**src/rtl/seg7_pkg.sv**
```systemverilog
// Shared definitions for the 7-segment receive path: active-low digit
// patterns, digit count, decode status and scan FSM states.
package seg7_pkg;

  localparam int NUM_DIGITS = 4;

  // Active-low patterns, bit 6 = g ... bit 0 = a
  localparam logic [6:0] PAT_0     = 7'b1000000;
  localparam logic [6:0] PAT_1     = 7'b1111001;
  localparam logic [6:0] PAT_2     = 7'b0100100;
  localparam logic [6:0] PAT_3     = 7'b0110000;
  localparam logic [6:0] PAT_4     = 7'b0011001;
  localparam logic [6:0] PAT_5     = 7'b0010010;
  localparam logic [6:0] PAT_6     = 7'b0000010;
  localparam logic [6:0] PAT_7     = 7'b1111000;
  localparam logic [6:0] PAT_8     = 7'b0000000;
  localparam logic [6:0] PAT_9     = 7'b0010000;
  localparam logic [6:0] PAT_BLANK = 7'b1111111;

  typedef enum logic [1:0] {LEGAL, BLANK, ILLEGAL} seg_status_e;

  typedef enum logic [1:0] {IDLE, SETTLE, HOLD} scan_state_e;

endpackage

```
**src/rtl/seg7_pattern_decode.sv**
```systemverilog
// Combinational active-low segment pattern to BCD decoder.
module seg7_pattern_decode
  import seg7_pkg::*;
(
  input  logic [6:0] pat_i,
  output logic [3:0] val_o,
  output logic [1:0] status_o
);

  // Table lookup; anything that is not a digit or blank is flagged illegal
  always_comb begin
    val_o    = 4'd0;
    status_o = LEGAL;
    unique case (pat_i)
      PAT_0:     val_o = 4'd0;
      PAT_1:     val_o = 4'd1;
      PAT_2:     val_o = 4'd2;
      PAT_3:     val_o = 4'd3;
      PAT_4:     val_o = 4'd4;
      PAT_5:     val_o = 4'd5;
      PAT_6:     val_o = 4'd6;
      PAT_7:     val_o = 4'd7;
      PAT_8:     val_o = 4'd8;
      PAT_9:     val_o = 4'd9;
      PAT_BLANK: status_o = BLANK;
      default:   status_o = ILLEGAL;
    endcase
  end

endmodule

```
**src/rtl/seg7_scan_decoder.sv**
```systemverilog
// Samples a multiplexed active-low SEG/AN bus, waits for each enabled digit
// to settle, decodes it and publishes coherent 4-digit frames.
module seg7_scan_decoder
  import seg7_pkg::*;
#(
  parameter int SYNC_STAGES    = 2,
  parameter int SETTLE_CYCLES  = 16,
  parameter int TIMEOUT_CYCLES = 2_000_000
) (
  input  logic        CLK,
  input  logic        RST,
  input  logic [6:0]  SEG_IN,
  input  logic [3:0]  AN_IN,
  output logic [15:0] DIGITS,
  output logic [3:0]  VALID,
  output logic [3:0]  ERR,
  output logic        FRAME_DONE
);

  localparam int SCW = $clog2(SETTLE_CYCLES) + 1;
  localparam int TOW = (TIMEOUT_CYCLES > 1) ? $clog2(TIMEOUT_CYCLES) : 1;
  localparam logic [SCW-1:0] SETTLE_LAST = SCW'(SETTLE_CYCLES - 1);
  localparam logic [TOW-1:0] TMO_LAST    = TOW'(TIMEOUT_CYCLES - 1);

  logic [SYNC_STAGES-1:0][6:0] seg_sync_q;
  logic [SYNC_STAGES-1:0][3:0] an_sync_q;
  logic [6:0]     s_seg;
  logic [3:0]     s_an;
  logic           an_onehot;

  scan_state_e    state_q;
  logic [3:0]     lat_an_q;
  logic [6:0]     lat_seg_q;
  logic [SCW-1:0] cnt_q;
  logic           steady;
  logic           cap;

  logic [3:0]     dec_val;
  logic [1:0]     dec_status;

  logic [NUM_DIGITS-1:0][3:0] nib_q, nib_d;
  logic [NUM_DIGITS-1:0]      v_q, v_d, e_q, e_d, seen_q, seen_d;
  logic [TOW-1:0]             tmo_q;
  logic                       tmo_hit;
  logic                       publish;

  logic [15:0] digits_q;
  logic [3:0]  valid_q, err_q;
  logic        done_q;

  // Input synchronizers, reset to the idle (all-off) bus level
  always_ff @(posedge CLK) begin
    if (RST) begin
      seg_sync_q <= '1;
      an_sync_q  <= '1;
    end else begin
      seg_sync_q <= {seg_sync_q[SYNC_STAGES-2:0], SEG_IN};
      an_sync_q  <= {an_sync_q[SYNC_STAGES-2:0], AN_IN};
    end
  end

  assign s_seg     = seg_sync_q[SYNC_STAGES-1];
  assign s_an      = an_sync_q[SYNC_STAGES-1];
  assign an_onehot = $onehot(~s_an);
  assign steady    = (s_an == lat_an_q) && (s_seg == lat_seg_q);
  // Capture fires on the last settle cycle; the FSM moves to HOLD on the same edge
  assign cap       = (state_q == SETTLE) && an_onehot && steady && (cnt_q == SETTLE_LAST);

  // Scan FSM: wait for a one-hot AN with stable SEG, capture once, hold until AN moves
  always_ff @(posedge CLK) begin
    if (RST) begin
      state_q   <= IDLE;
      lat_an_q  <= '1;
      lat_seg_q <= '1;
      cnt_q     <= '0;
    end else begin
      unique case (state_q)
        IDLE: if (an_onehot) begin
          state_q   <= SETTLE;
          lat_an_q  <= s_an;
          lat_seg_q <= s_seg;
          cnt_q     <= '0;
        end
        SETTLE: begin
          if (!an_onehot) begin
            state_q <= IDLE;
          end else if (!steady) begin
            lat_an_q  <= s_an;
            lat_seg_q <= s_seg;
            cnt_q     <= '0;
          end else if (cnt_q == SETTLE_LAST) begin
            state_q <= HOLD;
          end else begin
            cnt_q <= cnt_q + 1'b1;
          end
        end
        HOLD: if (s_an != lat_an_q) begin
          if (an_onehot) begin
            state_q   <= SETTLE;
            lat_an_q  <= s_an;
            lat_seg_q <= s_seg;
            cnt_q     <= '0;
          end else begin
            state_q <= IDLE;
          end
        end
        default: state_q <= IDLE;
      endcase
    end
  end

  seg7_pattern_decode u_dec (
    .pat_i    (lat_seg_q),
    .val_o    (dec_val),
    .status_o (dec_status)
  );

  // Merge this cycle's capture into the working buffer before deciding to publish,
  // so a capture coinciding with the timeout lands in the forced frame
  always_comb begin
    nib_d  = nib_q;
    v_d    = v_q;
    e_d    = e_q;
    seen_d = seen_q;
    if (cap) begin
      for (int i = 0; i < NUM_DIGITS; i++) begin
        if (!lat_an_q[i]) begin
          nib_d[i]  = (dec_status == LEGAL) ? dec_val : 4'd0;
          v_d[i]    = (dec_status == LEGAL);
          e_d[i]    = (dec_status == ILLEGAL);
          seen_d[i] = 1'b1;
        end
      end
    end
  end

  assign tmo_hit = (tmo_q == TMO_LAST);
  assign publish = (&seen_d) || (tmo_hit && (|seen_d));

  // Working buffer, timeout counter and registered frame outputs
  always_ff @(posedge CLK) begin
    if (RST) begin
      nib_q    <= '0;
      v_q      <= '0;
      e_q      <= '0;
      seen_q   <= '0;
      tmo_q    <= '0;
      digits_q <= '0;
      valid_q  <= '0;
      err_q    <= '0;
      done_q   <= 1'b0;
    end else if (publish) begin
      digits_q <= nib_d;
      valid_q  <= v_d;
      err_q    <= e_d;
      done_q   <= 1'b1;
      nib_q    <= '0;
      v_q      <= '0;
      e_q      <= '0;
      seen_q   <= '0;
      tmo_q    <= '0;
    end else begin
      nib_q  <= nib_d;
      v_q    <= v_d;
      e_q    <= e_d;
      seen_q <= seen_d;
      done_q <= 1'b0;
      tmo_q  <= tmo_hit ? '0 : tmo_q + 1'b1;
    end
  end

  assign DIGITS     = digits_q;
  assign VALID      = valid_q;
  assign ERR        = err_q;
  assign FRAME_DONE = done_q;

endmodule

```
**config.mk**
```make
export PLATFORM = sky130hd
export DESIGN_NAME = seg7_scan_decoder
export DESIGN_NICKNAME = d
export VERILOG_FILES = /design/src/rtl/seg7_pkg.sv /design/src/rtl/seg7_pattern_decode.sv /design/src/rtl/seg7_scan_decoder.sv
export SDC_FILE = /design/constraint.sdc
export NUM_CORES = 1
export LEC_CHECK = 0
export CORE_MARGIN = 5
export CORE_UTILIZATION = 45
export DETAILED_ROUTE_END_ITERATION = 8
export PLACE_DENSITY = 0.67
export SYNTH_ARGS = -nofsm -noshare
export SYNTH_HDL_FRONTEND = slang
export SYNTH_SLANG_ARGS = --single-unit
```
**constraint.sdc**
```tcl
create_clock -name CLK -period 4 [get_ports CLK]
set_input_delay 1 -clock CLK [delete_from_list [all_inputs] [get_ports CLK]]
set_output_delay 1 -clock CLK [all_outputs]
set_load 0.02 [all_outputs]
```
==> key figures <==
Status
  – Status: complete, no violations

Synthesis
  – YS warnings: 0
  – Seq cells post-synth: 114
  – Ys async rst share: 0%
  – Mapped Area: 0.004777 mm²
  – Post-synth net total: roughly 520
  – Post-Synthesis Cells: around 500
  – Dominant synthesized flop cell: dfxtp_1
  – Post-Syn Area per Cell: 9.573 µm²
  – Post-synth EDFFs: 0
  – Sequential share of the synthesized area: a little under half
  – Cell variety after synth: between 40 and 50

STA
  – Slew Limit Fails: 0
  – Setup_tns: 0 ns
  – Hold WS: roughly 0.40 ns
  – Skew final: 0.006332 ns
  – Slew @ Worst Pin: ~1.1 ns
  – Min Tclk post-route: 3.682 ns
  – Fmax: between 200 and 300 MHz
  – Hold Vio Cnt, Final: 0
  – Final setup viols: 0
  – RSZ-0062 raised after global routing: false
  – Rel. slew slack: around a quarter
  – Final period utilization: a little over 90%

Worst setup path
  – FF-to-FF setup slack: 0.32 ns
  – Required time worst endpoint: between 4 and 5 ns
  – Critical Path Source Type: flop
  – Data arrival, critical path: a little over 4 ns
  – Worst setup EP type: flop
  – Critical Path Fanout Max: 17
  – CP Class: flop to flop
  – Worst Reg-to-Reg Cells: 11

Clocking
  – Clock root buffer master: clkbuf_8
  – CTS H-Tree Depth: 4
  – CTS tree: built
  – Worst-Skew Late Latency: ~0.51 ns
  – CTS clk-pin slew, worst paths: about 0.050 ns
  – Number of CTS-inserted buffers: 17
  – PostCTS Resize Cnt: 0
  – CTS Buffer Depth: 2
  – Post-CTS Setup Inserts: 0
  – # hold bufs at CTS: 0
  – # clock sinks: approximately 110

Placed design
  – Dpl hpwl: roughly 6900 µm
  – Placed Cells: 650
  – Final RePlAce weighted congestion: about 0.79
  – IO buf count: 37

Final layout
  – Area Overhead vs Synth: 21.53%
  – Layout Nets: between 500 and 600
  – Commonest non-fill, non-tap cell in the layout: dfxtp_1
  – Ant diodes: 0
  – Layout cells sized above 1: roughly an eighth
  – Number of fill cells: around 900
  – Finished Layout Cells: between 600 and 700
  – Most frequent cells in the layout: dfxtp_1 (114), nor2_1 (63), clkdlybuf4s50_1 (37), mux2i_1 (26), nand3_1 (24)

GRT
  – Largest net degree at the start of global routing: 54
  – Number of global-route vias before repair: around 3500
  – First-pass GRT wire length: between 15000 and 20000 µm
  – Initial antenna violation count: 0
  – GRT Util Overall: between 10% and 20%
  – Global route overflow: 0

Min path
  – Type of the worst min-delay path: flop to flop
  – Hold Path Depth: 1

Floorplan
  – Die span in x: approximately 110 µm
  – Core area: 0.01032 mm²
  – Die Area: around 0.013 mm²
  – IO Count: 38
  – FP Rows: 37
  – Initial Util: approximately 46%
  – Die H: 113.0 µm

Pwr
  – Combinational share of power: a little under 7%
  – Switching pwr: just under 0.7 mW
  – Clk network pwr share: between 40 and 50%
  – PwrDens: around 480 mW/mm²
  – Sequential share of power: a little over two fifths
  – Maximum VDD drop: 431.0 µV
  – Switching part of the total: roughly 24%
  – Static Leakage: between 2 and 2.5 nW
  – Int Pwr: 2.130 mW

Detailed routing
  – Total wire length: about 10000 µm
  – Iter 0 DRT Violations: around 270
  – TritonRoute pass-1 iters: 5
  – Vias/cell: ~5.5
  – DR vias: 3719
  – Drt wl/cell: about 15 µm
  – Routed Antenna Nets: 0
  – DRC viols: 0

Flow run
  – Max-cap violations: 0
==> power groups by stage <==
stage	registers (mW)	logic [mW]	clock network [mW]
finish	1.21	0.192	1.40
global route	1.22	0.215	1.48
CTS	1.21	0.193	1.43
detailed placement	1.24	0.192	0
global placement	1.24	0.189	0
floorplan	1.21	0.167	0
==> synthesized netlist by cell type, drive strengths merged (3+ instances only) <==
cell type / instances / area, µm²
o21ai: 15 / 75.07
nor4: 11 / 83.83
nor2b: 5 / 31.28
dfxtp: 114 / 2282
nor2: 63 / 236.5
nand3: 24 / 120.1
nor4bb: 3 / 30.03
xnor2: 23 / 201.4
ha: 5 / 62.56
nand4: 9 / 62.56
and4: 4 / 35.03
clkbuf: 24 / 90.09
o41ai: 4 / 35.03
nor3b: 4 / 30.03
and2: 3 / 18.77
nand2: 23 / 86.33
o31ai: 21 / 157.7
a211oi: 6 / 45.04
nor3: 13 / 103.9
inv: 12 / 45.04
or2: 23 / 143.9
mux2i: 26 / 260.3
and3: 6 / 37.54
o2111ai: 21 / 183.9
buf: 10 / 82.57
xor2: 11 / 96.34
==> worst max-delay path, cell delays in order (launching register included) <==
cell     delay, ns
dfxtp_1       0.35
fa_1          0.54
inv_1         0.05
ha_1          0.19
ha_1          0.29
nor3b_1       0.53
nand3_1       0.18
o41ai_1       0.45
and4_1        0.38
nor3_2        0.20
buf_4         0.21
o31ai_1       0.23
==> path summary, 6_finish.rpt <==
| check | start | to |
|---|---|---|
| worst min-delay path | seg_sync_q[5] | s_seg[5] |
| worst max-delay path | s_an[0] | DIGITS[15] |
| worst max register to register | s_an[0] | DIGITS[15] |
| worst min register to register | seg_sync_q[5] | s_seg[5] |
==> flip-flops by register name, summed over array words and instances (netlist names), 5 cells and up <==
signal	flops
s_seg	7
cnt_q	5
nib_q	16
DIGITS	16
tmo_q	21
seg_sync_q	7
lat_seg_q	7
==> kinds of logic after synthesis <==
| logic type | after synthesis | share of synthesized area [%] |
|---|---|---|
| xor+xnor | 34 | 6.234 |
| fa+ha+maj | 6 | 1.729 |
| flops | 114 | 47.77 |
| simple gates | 197 | 22.32 |
| mux | 26 | 5.448 |
| compound gates | 75 | 11.86 |
| buf+inv | 47 | 4.636 |
==> stage by stage <==
| stage | cell area, µm² | setup slack, ns | utilization, % | total power, mW |
|---|---|---|---|---|
| 2_1_floorplan | 4777 | 0.9066 | - | 1.377 |
| 3_3_place_gp | 5248 | 0.6084 | 50.83 | 1.425 |
| 3_5_place_dp | 5248 | 0.4108 | 50.83 | 1.430 |
| 4_1_cts | 5806 | 0.3555 | 56.24 | 2.832 |
| 5_1_grt | 5806 | 0.04603 | 56.24 | 2.915 |
| 6_report | 5806 | 0.3179 | 56.24 | 2.807 |
==> area by class of cell <==
| cell class | instances | area (µm²) | area share [%] |
|---|---|---|---|
| Clock inverter | 14 | 140.1 | 2.414 |
| Tap cell | 136 | 170.2 | 2.931 |
| Multi-Input combinational cell | 338 | 2273 | 39.16 |
| Timing Repair Buffer | 49 | 473.0 | 8.147 |
| Inverter | 13 | 48.80 | 0.8405 |
| Clock buffer | 18 | 417.9 | 7.198 |
| Sequential cell | 114 | 2282 | 39.31 |
==> routing by layer <==
layer | track usage (%) | part of all wire [%]
met1 | 20.73 | 47
met5 | 0 | 0
met3 | 5.241 | 4.5
met4 | 6.891 | 1.8
met2 | 26.11 | 47
(Power assumes the default switching activity.)
